File: src/rtl/paddle_line_scheduler.sv
// Paddle position integrator and per-scanline strobe scheduler for the AY-3-8500 paddle pins.
// Define PADDLE_ABS_EN to add absolute position inputs (abs_sel, abs1, abs2).
module paddle_line_scheduler #(
    parameter int POS_W      = 9,
    parameter int POS_INIT   = 128,
    parameter int POS_MIN    = 0,
    parameter int POS_MAX    = 255,
    parameter int SPEED_SLOW = 5,
    parameter int SPEED_FAST = 8
) (
    input  logic             clk_16M,
    input  logic             reset,
    input  logic             hs,
    input  logic             vs,
    input  logic             up1,
    input  logic             down1,
    input  logic             up2,
    input  logic             down2,
    input  logic             fast,
    input  logic             freeze,
`ifdef PADDLE_ABS_EN
    input  logic             abs_sel,
    input  logic [7:0]       abs1,
    input  logic [7:0]       abs2,
`endif
    output logic             lp_in,
    output logic             rp_in,
    output logic [POS_W-1:0] p1_pos,
    output logic [POS_W-1:0] p2_pos,
    output logic             frame_tick,
    output logic             dbg_state
);

    typedef enum logic {
        WAIT_FRAME = 1'b0,
        RUN        = 1'b1
    } state_t;

    localparam logic [POS_W:0]   MIN_W  = (POS_W+1)'(POS_MIN);
    localparam logic [POS_W:0]   MAX_W  = (POS_W+1)'(POS_MAX);
    localparam logic [POS_W:0]   SLOW_W = (POS_W+1)'(SPEED_SLOW);
    localparam logic [POS_W:0]   FAST_W = (POS_W+1)'(SPEED_FAST);
    localparam logic [POS_W-1:0] INIT_V = POS_W'(POS_INIT);
    localparam logic [POS_W-1:0] ONE_V  = POS_W'(1);

    // Saturating integration, one bit wider so the bounds tests cannot wrap.
    function automatic logic [POS_W-1:0] integrate(
        input logic [POS_W-1:0] pos,
        input logic             up,
        input logic             dn,
        input logic [POS_W:0]   step
    );
        logic [POS_W:0] pos_w;
        logic [POS_W:0] res;
        pos_w = {1'b0, pos};
        res   = pos_w;
        if (up) begin
            res = (pos_w < MIN_W + step) ? MIN_W : pos_w - step;
        end else if (dn) begin
            res = (pos_w > MAX_W - step) ? MAX_W : pos_w + step;
        end
        return POS_W'(res);
    endfunction

`ifdef PADDLE_ABS_EN
    function automatic logic [POS_W-1:0] abs_clamp(input logic [7:0] a);
        logic [POS_W:0] a_w;
        logic [POS_W:0] res;
        a_w = (POS_W+1)'(a);
        res = a_w;
        if (a_w < MIN_W) begin
            res = MIN_W;
        end else if (a_w > MAX_W) begin
            res = MAX_W;
        end
        return POS_W'(res);
    endfunction
`endif

    logic           hs_sync_q, hs_hist_q;
    logic           vs_sync_q, vs_hist_q;
    logic           hs_rise, vs_rise;
    state_t         state_q, state_d;
    logic [POS_W-1:0] p1_q, p1_d, p2_q, p2_d;
    logic [POS_W-1:0] cap1_q, cap1_d, cap2_q, cap2_d;
    logic [POS_W:0]   step_w;
    logic           lp_q, lp_d, rp_q, rp_d, tick_q, tick_d;

    always_ff @(posedge clk_16M) begin
        if (reset) begin
            hs_sync_q <= 1'b0;
            hs_hist_q <= 1'b0;
            vs_sync_q <= 1'b0;
            vs_hist_q <= 1'b0;
        end else begin
            hs_sync_q <= hs;
            hs_hist_q <= hs_sync_q;
            vs_sync_q <= vs;
            vs_hist_q <= vs_sync_q;
        end
    end

    assign hs_rise = hs_sync_q & ~hs_hist_q;
    assign vs_rise = vs_sync_q & ~vs_hist_q;

    always_ff @(posedge clk_16M) begin
        if (reset) begin
            state_q <= WAIT_FRAME;
        end else begin
            state_q <= state_d;
        end
    end

    always_comb begin
        state_d = state_q;
        case (state_q)
            WAIT_FRAME: if (vs_rise) state_d = RUN;
            RUN:        state_d = RUN;
            default:    state_d = WAIT_FRAME;
        endcase
    end

    // Strobes are gated by RUN so the zeroed reset caps do not fire before the first frame.
    always_comb begin
        lp_d   = (state_q == RUN) && (cap1_q == '0);
        rp_d   = (state_q == RUN) && (cap2_q == '0);
        tick_d = vs_rise;
    end

    always_comb begin
        step_w = fast ? FAST_W : SLOW_W;
        p1_d   = p1_q;
        p2_d   = p2_q;
        cap1_d = cap1_q;
        cap2_d = cap2_q;
        if (vs_rise) begin
            cap1_d = p1_q;
            cap2_d = p2_q;
            if (!freeze) begin
`ifdef PADDLE_ABS_EN
                if (abs_sel) begin
                    p1_d = abs_clamp(abs1);
                    p2_d = abs_clamp(abs2);
                end else begin
                    p1_d = integrate(p1_q, up1, down1, step_w);
                    p2_d = integrate(p2_q, up2, down2, step_w);
                end
`else
                p1_d = integrate(p1_q, up1, down1, step_w);
                p2_d = integrate(p2_q, up2, down2, step_w);
`endif
            end
        end else if (hs_rise && (state_q == RUN)) begin
            if (cap1_q != '0) cap1_d = cap1_q - ONE_V;
            if (cap2_q != '0) cap2_d = cap2_q - ONE_V;
        end
    end

    always_ff @(posedge clk_16M) begin
        if (reset) begin
            p1_q   <= INIT_V;
            p2_q   <= INIT_V;
            cap1_q <= '0;
            cap2_q <= '0;
            lp_q   <= 1'b0;
            rp_q   <= 1'b0;
            tick_q <= 1'b0;
        end else begin
            p1_q   <= p1_d;
            p2_q   <= p2_d;
            cap1_q <= cap1_d;
            cap2_q <= cap2_d;
            lp_q   <= lp_d;
            rp_q   <= rp_d;
            tick_q <= tick_d;
        end
    end

    assign lp_in      = lp_q;
    assign rp_in      = rp_q;
    assign p1_pos     = p1_q;
    assign p2_pos     = p2_q;
    assign frame_tick = tick_q;
    assign dbg_state  = state_q;

endmodule

File: config.mk
export PLATFORM = sky130hd
export DESIGN_NAME = paddle_line_scheduler
export DESIGN_NICKNAME = d
export VERILOG_FILES = /design/src/rtl/paddle_line_scheduler.sv
export SDC_FILE = /design/constraint.sdc
export NUM_CORES = 1
export LEC_CHECK = 0
export BUFFER_PORTS_ARGS = -buffer_cell sky130_fd_sc_hd__buf_2
export CORE_MARGIN = 4
export CORE_UTILIZATION = 57
export CTS_CLUSTER_SIZE = 10
export DETAILED_ROUTE_END_ITERATION = 8
export GPL_TIMING_DRIVEN = 0
export PLACE_DENSITY_LB_ADDON = 0.25
export SYNTH_ARGS = -nofsm -noshare
export SYNTH_HDL_FRONTEND = slang
export SYNTH_SLANG_ARGS = --single-unit
File: constraint.sdc
create_clock -name clk_16M -period 2.9 [get_ports clk_16M]
set_input_delay 0.145 -clock clk_16M [delete_from_list [all_inputs] [get_ports clk_16M]]
set_output_delay 0.145 -clock clk_16M [all_outputs]
set_load 0.02 [all_outputs]
==> results of run 1 <==
==> cells in the final DEF (no fill, tap or decap), types with 11 or more instances in the layout <==
cell and instances:
nor3_1 15, o21ai_0 19, nor2_1 38, a21oi_1 21, nand2_1 18, dfxtp_1 44, buf_2 31, inv_1 25
clkbuf_1 22, ha_1 20, a31oi_1 11, a211oi_1 13
==> synth_stat cells (all sizes together) (3+ instances only) <==
| cell | number |
|---|---|
| and2 | 3 |
| o211ai | 6 |
| a211o | 5 |
| a21o | 5 |
| o32ai | 3 |
| nor4 | 3 |
| a21boi | 3 |
| nor2 | 39 |
| nor3 | 15 |
| a311oi | 3 |
| a21oi | 21 |
| a211oi | 14 |
| nor3b | 4 |
| nand3b | 5 |
| nand4 | 4 |
| nand4b | 4 |
| o21ai | 20 |
| o31ai | 3 |
| xor2 | 6 |
| a2111oi | 5 |
| nand3 | 6 |
| or4 | 3 |
| a31oi | 11 |
| o21a | 6 |
| dfxtp | 44 |
| nor2b | 9 |
| nor4bb | 3 |
| ha | 20 |
| nand2b | 6 |
| a221oi | 6 |
| o221ai | 3 |
| nand2 | 18 |
| inv | 25 |
| and3 | 3 |
| xnor2 | 8 |
| clkbuf | 21 |
==> final cells by class <==
type                       instances  area (um2)
multi-input combinational        297        2070
clock inverter                     2        35.0
tap                               70        87.6
clock buffer                       6        72.6
timing repair buffer              30         150
sequential                        44         881
buffer                            23        87.6
fill                             460        1730
inverter                          25        93.8
==> state kept, by name, indices dropped and copies added, names as in the netlist <==
register	flops
cap1_q	9
cap2_q	9
p1_pos	9
p2_pos	9
dbg_state	1
frame_tick	1
hs_hist_q	1
hs_sync_q	1
lp_in	1
rp_in	1
vs_hist_q	1
vs_sync_q	1
==> cells by family (layout without fill, tap and decap cells) <==
logic type | Yosys count | in the layout | share of synthesized area (%)
simple gates | 132 | 132 | 23.0
compound gates | 130 | 130 | 30.8
buf+inv | 48 | 86 | 5.80
flops | 44 | 44 | 28.2
fa+ha+maj | 20 | 20 | 8.00
xor+xnor | 14 | 14 | 3.92
mux | 1 | 1 | 0.320
==> final timing paths <==
| kind | start | endpoint | slack (ps) |
|---|---|---|---|
| min reg2reg | vs_sync_q | vs_hist_q | 490 |
| max | p1_pos[2] | p1_pos[7] | 230 |
| min | hs | hs_sync_q | 60 |
| max reg2reg | p1_pos[2] | p1_pos[7] | 230 |
==> critical path: stages, from the launching register on <==
cell and delay [ps]:
dfxtp_1 380, ha_1 290, clkbuf_1 300, nor4bb_1 290
a221oi_1 150, a221oi_2 610, a21boi_0 340, o221ai_1 170
==> power by group through the flow <==
stage          clock [mW]  sequential, mW  combinational, mW
2_1_floorplan           0           0.705              0.253
3_3_place_gp            0           0.691              0.358
3_5_place_dp            0           0.692              0.367
4_1_cts             0.479           0.678              0.371
5_1_grt             0.504           0.684              0.413
6_report            0.483           0.678              0.377
==> layer usage <==
layer	share of wire, %	track usage [%]	routed length [um]
met1	45	35.5	3880
met2	45	42.6	3850
met5	0	0	0
met4	2.8	10.5	238
met3	6.9	3.73	590
==> metrics by stage <==
stage / total power, mW / std cells / instance area (um2)
2_1_floorplan: 0.959 / 389 / 3130
3_3_place_gp: 1.05 / 489 / 3370
3_5_place_dp: 1.06 / 489 / 3370
4_1_cts: 1.53 / 497 / 3470
5_1_grt: 1.60 / 497 / 3470
6_report: 1.54 / 497 / 3470
==> summary.md, run 1 <==
| Metric | Value |
|---|---|
| Outcome | finished clean |
| Synth Instances | around 390 |
| Clock share of power | 31.4% |
| H-tree Lvls | 2 |
| Clock skew | approximately 13 ps |
| Tightest Hold Check Type | in2reg |
| Clock Sinks | 44 |
| Via/cell ratio | around 6.4 |
| Count of hold-fix buffers inserted at cts | 0 |
| Number of routed nets with antenna violations | 0 |
| Layout cells sized above 1 | between 10 and 15% |
| Insertion delay to the later sink of the worst-skew pair | just over 300 ps |
| Sw Pwr | 506 uW |
| Largest net degree at the start of global routing | 14 |
| Leakage power | approximately 1.3 nW |
| Dpl ws | ~290 ps |
| RSZ-0062 raised after global routing | false |
| Initial Utilization | between 60 and 70% |
| Resized cells post-CTS | 0 |
| Clock root buffer master | clkbuf_8 |
| DRT iter0 DRCs | approximately 240 |
| Post-layout util | about two thirds |
| Detailed Routing Iterations Pass 1 | 5 |
| Ys flop type | dfxtp_1 |
| Remaining Overflow, GRT | 0 |
| Cell taking the most area after synthesis | dfxtp_1 |
| Sequential share of power | approximately 44% |
| Slew Viols, Final | 0 |
| Final nets | 456 |
| Top post-synthesis cells by area | dfxtp_1 28%, ha_1 8.0%, nor2_1 4.6% |
| WL per Instance | around 17 um |
| Peak supply drop | 0.000216 V |
| Port bufs | 30 |
| Die height | ~82 um |
| Post-synth ARST share | 0% |
| Hold WS | 58.0 ps |
| Worst Path Required | 3060 ps |
| Number of antenna diodes | 0 |
| Synthesized area | around 3100 um2 |
| Post-synth top area share | 28.2% |
| WS Path Type | reg2reg |
| Sw Share | around 33% |
| Rel. slew slack | between 50 and 60% |
| Crit path DAT | ~2800 ps |
| Seq/Total Area, Yosys | between 20 and 30% |
| Maximum clock path buffer count | 2 |
| Max FO, Critical Path | 9 |
| Pint | 1.03 mW |
| Final WS setup | about 230 ps |
| I/O Pins | 32 |
| Yosys Warn Count | 0 |
| Num CTS Buffers | 5 |
| Setup TNS | 0 ps |
| Clk pin slew, worst setup/hold paths | roughly 90 ps |
| Number of remaining DRC errors | 0 |
| Worst r2r path cells | 7 |
| WHS Path Cells | 2 |
| Yosys cell types | between 60 and 70 |
| Post-CTS setup buffer count | 0 |
| Final WL | 8560 um |
| Crit start category | flip-flop |
| Initial antenna violation count | 0 |
| Rows | 26 |
| CTS tree | built |
| Global-route wire length before repair | around 14000 um |
| Core area | 5200 um2 |
| Vias after detailed routing | roughly 3200 |
| Worst slew pin tran | about 700 ps |
| Final min period | roughly 2700 ps |
| Final Hold Fails | 0 |
| Synthesized net count | 419 |
| Die ar. | 6740 um2 |
| Final setup viols | 0 |
| Syn-to-layout area delta | 11.0% |
| Total GRT Usage | between 20% and 30% |
| Vias in the first global route | 2897 |
| Post-synth EDFFs | 0 |
| Die width | slightly above 80 um |
| Final Cycle Share | 92.2% |
| Synthesized flop and latch total | 44 |
| Crit end category | flip-flop |
| GPL Wtd Cong | a little under 1 |
| Comb power frac | 24.5% |
| P per Cell Area | ~440 nW/um2 |
| Avg Inst Size Synth | just over 8 um2 |
| Max Clk Rate | around 370 MHz |
| Hpwl dp | 6290 um |
| Maxcap violations | 0 |
Note: power is estimated with default switching activity, not from simulation.
==> inputs of run 2 (changes only) <==
--- a/config.mk
+++ b/config.mk
@@ -5,6 +5,7 @@
 export SDC_FILE = /design/constraint.sdc
 export NUM_CORES = 1
 export LEC_CHECK = 0
+export ABC_AREA = 1
 export BUFFER_PORTS_ARGS = -buffer_cell sky130_fd_sc_hd__buf_2
 export CORE_MARGIN = 4
 export CORE_UTILIZATION = 57
==> run 2 against run 1 <==
Clock skew shrank 7.2 ps. Combinational power grew 41%. Setup slack better by 800 ps. Area after synthesis is 10% higher. Via count up 13%. Largest cell class unchanged. Largest power group unchanged.
==> summary.md, run 2 <==
| Metric | Value |
|---|---|
| Clock share of power | about a quarter |
| Top post-synthesis cells by area | dfxtp_1 26%, nand2_1 14%, ha_1 7.2% |
| Core area | slightly below 6000 um2 |
| Final min period | between 1500 and 2000 ps |
| Number of routed nets with antenna violations | 0 |
| Detailed Routing Iterations Pass 1 | 5 |
| WP depth | 11 |
| Sw Pwr | ~600 uW |
| Maximum clock path buffer count | 2 |
| Vias after detailed routing | 3586 |
| Clock root buffer master | clkbuf_8 |
| Insertion delay to the later sink of the worst-skew pair | roughly 300 ps |
| Synthesized net count | approximately 580 |
| Final setup viols | 0 |
| Port bufs | 29 |
| Seq/Total Area, Yosys | about 26% |
| Remaining Overflow, GRT | 0 |
| Crit end category | flip-flop |
| Commonest non-fill, non-tap cell in the layout | nand2_1 |
| Top-count cell post-synth | nand2_1 |
| Clock Sinks | 44 |
| Global-route wire length before repair | 14900 um |
| Top cell by count, worst path | nand2_1 |
| Final Cycle Share | between 60% and 70% |
| Final nets | 614 |
| Ys flop type | dfxtp_1 |
| Rel. slew slack | between 60 and 70% |
| H-tree Lvls | 2 |
| Leakage power | ~1.9 nW |
| Comb power frac | between 30% and 40% |
| Initial Utilization | 58.7% |
| Delay-heaviest family, CP | simple AND/OR/NAND/NOR gates |
| WL per Instance | roughly 13 um |
| Crit-path slowest cell | dfxtp_1 |
| Crit start category | flip-flop |
| Vias in the first global route | between 3000 and 4000 |
| Total GRT Usage | 24.7% |
| Count of hold-fix buffers inserted at cts | 0 |
| Synthesized flop and latch total | 44 |
| CTS tree | built |
| Cell taking the most area after synthesis | dfxtp_1 |
| Setup TNS | 0 ps |
| GPL Wtd Cong | around 0.91 |
| Sequential share of power | a little over two fifths |
| P per Cell Area | around 430 nW/um2 |
| Clock skew | around 5.3 ps |
| Pint | 1.03 mW |
| Commonest cells in the netlist | 128 x nand2_1, 65 x nor2_1, 60 x inv_1 |
| WHS Path Cells | 3 |
| Final WL | a little under 9000 um |
| Worst r2r path cells | 11 |
| Via/cell ratio | roughly 5.4 |
| Post-synth EDFFs | 0 |
| Number of antenna diodes | 0 |
| Final Hold Fails | 0 |
| Die width | between 80 and 90 um |
| DRT iter0 DRCs | roughly 210 |
| Number of remaining DRC errors | 0 |
| Maxcap violations | 0 |
| CP Cell Sequence | ha_1, inv_2, nand2_1, nor2_1, nor2_1, nand2_2, nand2_4, o21ai_1, nand2_1, nand2_1, nand2_1 |
| Initial antenna violation count | 0 |
| Die height | 85.8 um |
| WS Path Type | reg2reg |
| Largest net degree at the start of global routing | 14 |
| RSZ-0062 raised after global routing | false |
| Syn-to-layout area delta | 9.60% |
| Layout cells sized above 1 | between 10% and 20% |
| Sw Share | 36.9% |
| Synth Instances | 548 |
| Post-synth top area share | between 20% and 30% |
| Synthesized area | around 3500 um2 |
| Worst Path Required | 3100 ps |
| Post-CTS setup buffer count | 0 |
| Leading cell types in the layout, fill and taps excluded | 128 x nand2_1, 65 x nor2_1, 60 x inv_1 |
| Worst slew pin tran | 565 ps |
| Max Clk Rate | between 500 and 600 MHz |
| Resized cells post-CTS | 0 |
| Hpwl dp | between 6000 and 7000 um |
| Post-synth ARST share | 0% |
| Yosys Warn Count | 0 |
| Rows | 28 |
| Tightest Hold Check Type | in2reg |
| Yosys cell types | 38 |
| Num CTS Buffers | 5 |
| I/O Pins | 32 |
| Total power | 1.63 mW |
| Max FO, Critical Path | 7 |
| Die ar. | 7370 um2 |
| Clk pin slew, worst setup/hold paths | about 90 ps |
| Peak supply drop | roughly 0.00030 V |
| Avg Inst Size Synth | 6.30 um2 |
| Outcome | finished clean |
| CP peak stage delay | about 480 ps |
| Worst Path Buf+Inv | 1 |
| Slew Viols, Final | 0 |
| Crit path DAT | between 2000 and 2500 ps |
-- run 2: cell type report --
type | instances | area [um2]
Clock inverter | 2 | 10.0
Fill cell | 561 | 2100
Tap cell | 75 | 93.8
Timing Repair Buffer | 29 | 145
Buffer | 17 | 96.3
Multi-Input combinational cell | 412 | 2190
Clock buffer | 6 | 82.6
Sequential cell | 44 | 881
Inverter | 75 | 282
-- run 2: final timing paths --
path                                start   endpoint  slack, ps
worst max-delay path            p2_pos[3]  p2_pos[7]       1030
worst min-delay path                   vs  vs_sync_q         40
worst max register to register  p2_pos[3]  p2_pos[7]       1030
worst min register to register  hs_sync_q  hs_hist_q        440
-- run 2: per-stage QoR --
stage / std cells / hold slack, ps / setup slack [ps] / util [%] / cell area [um2]
final: 660 / 42.2 / 1030 / 64.3 / 3780
after global routing: 660 / 45.0 / 881 / 64.3 / 3780
after CTS: 660 / 44.5 / 1080 / 64.3 / 3780
after detailed placement: 652 / 356 / 938 / 62.7 / 3690
after global placement: 652 / 344 / 974 / 62.7 / 3690
after floorplan: 548 / 252 / 1190 / - / 3450
-- run 2: cells by family (layout without fill, tap and decap cells) --
kind of cell / count (synthesis) / count (layout) / synth area share [%]
and+or+nand+nor: 288 / 288 / 37.7
buffers and inverters: 92 / 129 / 10.9
AOI/OAI and AO/OA: 91 / 91 / 15.3
DFF: 44 / 44 / 25.5
adders and majority gates: 20 / 20 / 7.25
xor gates and xnor gates: 12 / 12 / 3.04
muxes: 1 / 1 / 0.290
-- run 2: worst min-delay path: cells and delay by family --
family	cells	cell delay (ps)
AND/OR/NAND/NOR	1	30
buffers and inverters	2	130
-- run 2: power by group through the flow --
| stage | Combinational (mW) | Sequential, mW | Clock [mW] |
|---|---|---|---|
| finish | 0.533 | 0.685 | 0.412 |
| global route | 0.605 | 0.690 | 0.440 |
| CTS | 0.529 | 0.684 | 0.414 |
| detailed placement | 0.526 | 0.698 | 0 |
| global placement | 0.512 | 0.696 | 0 |
| floorplan | 0.400 | 0.707 | 0 |
-- run 2: routing by layer --
metal  vias to the layer above  track usage [%]  part of all wire [%]
li1                       1837                -                     -
met1                      1606             31.1                    43
met2                       118             42.6                    49
met3                        25             3.65                   5.4
met4                         0             9.06                   2.7
met5                         -                0                     0
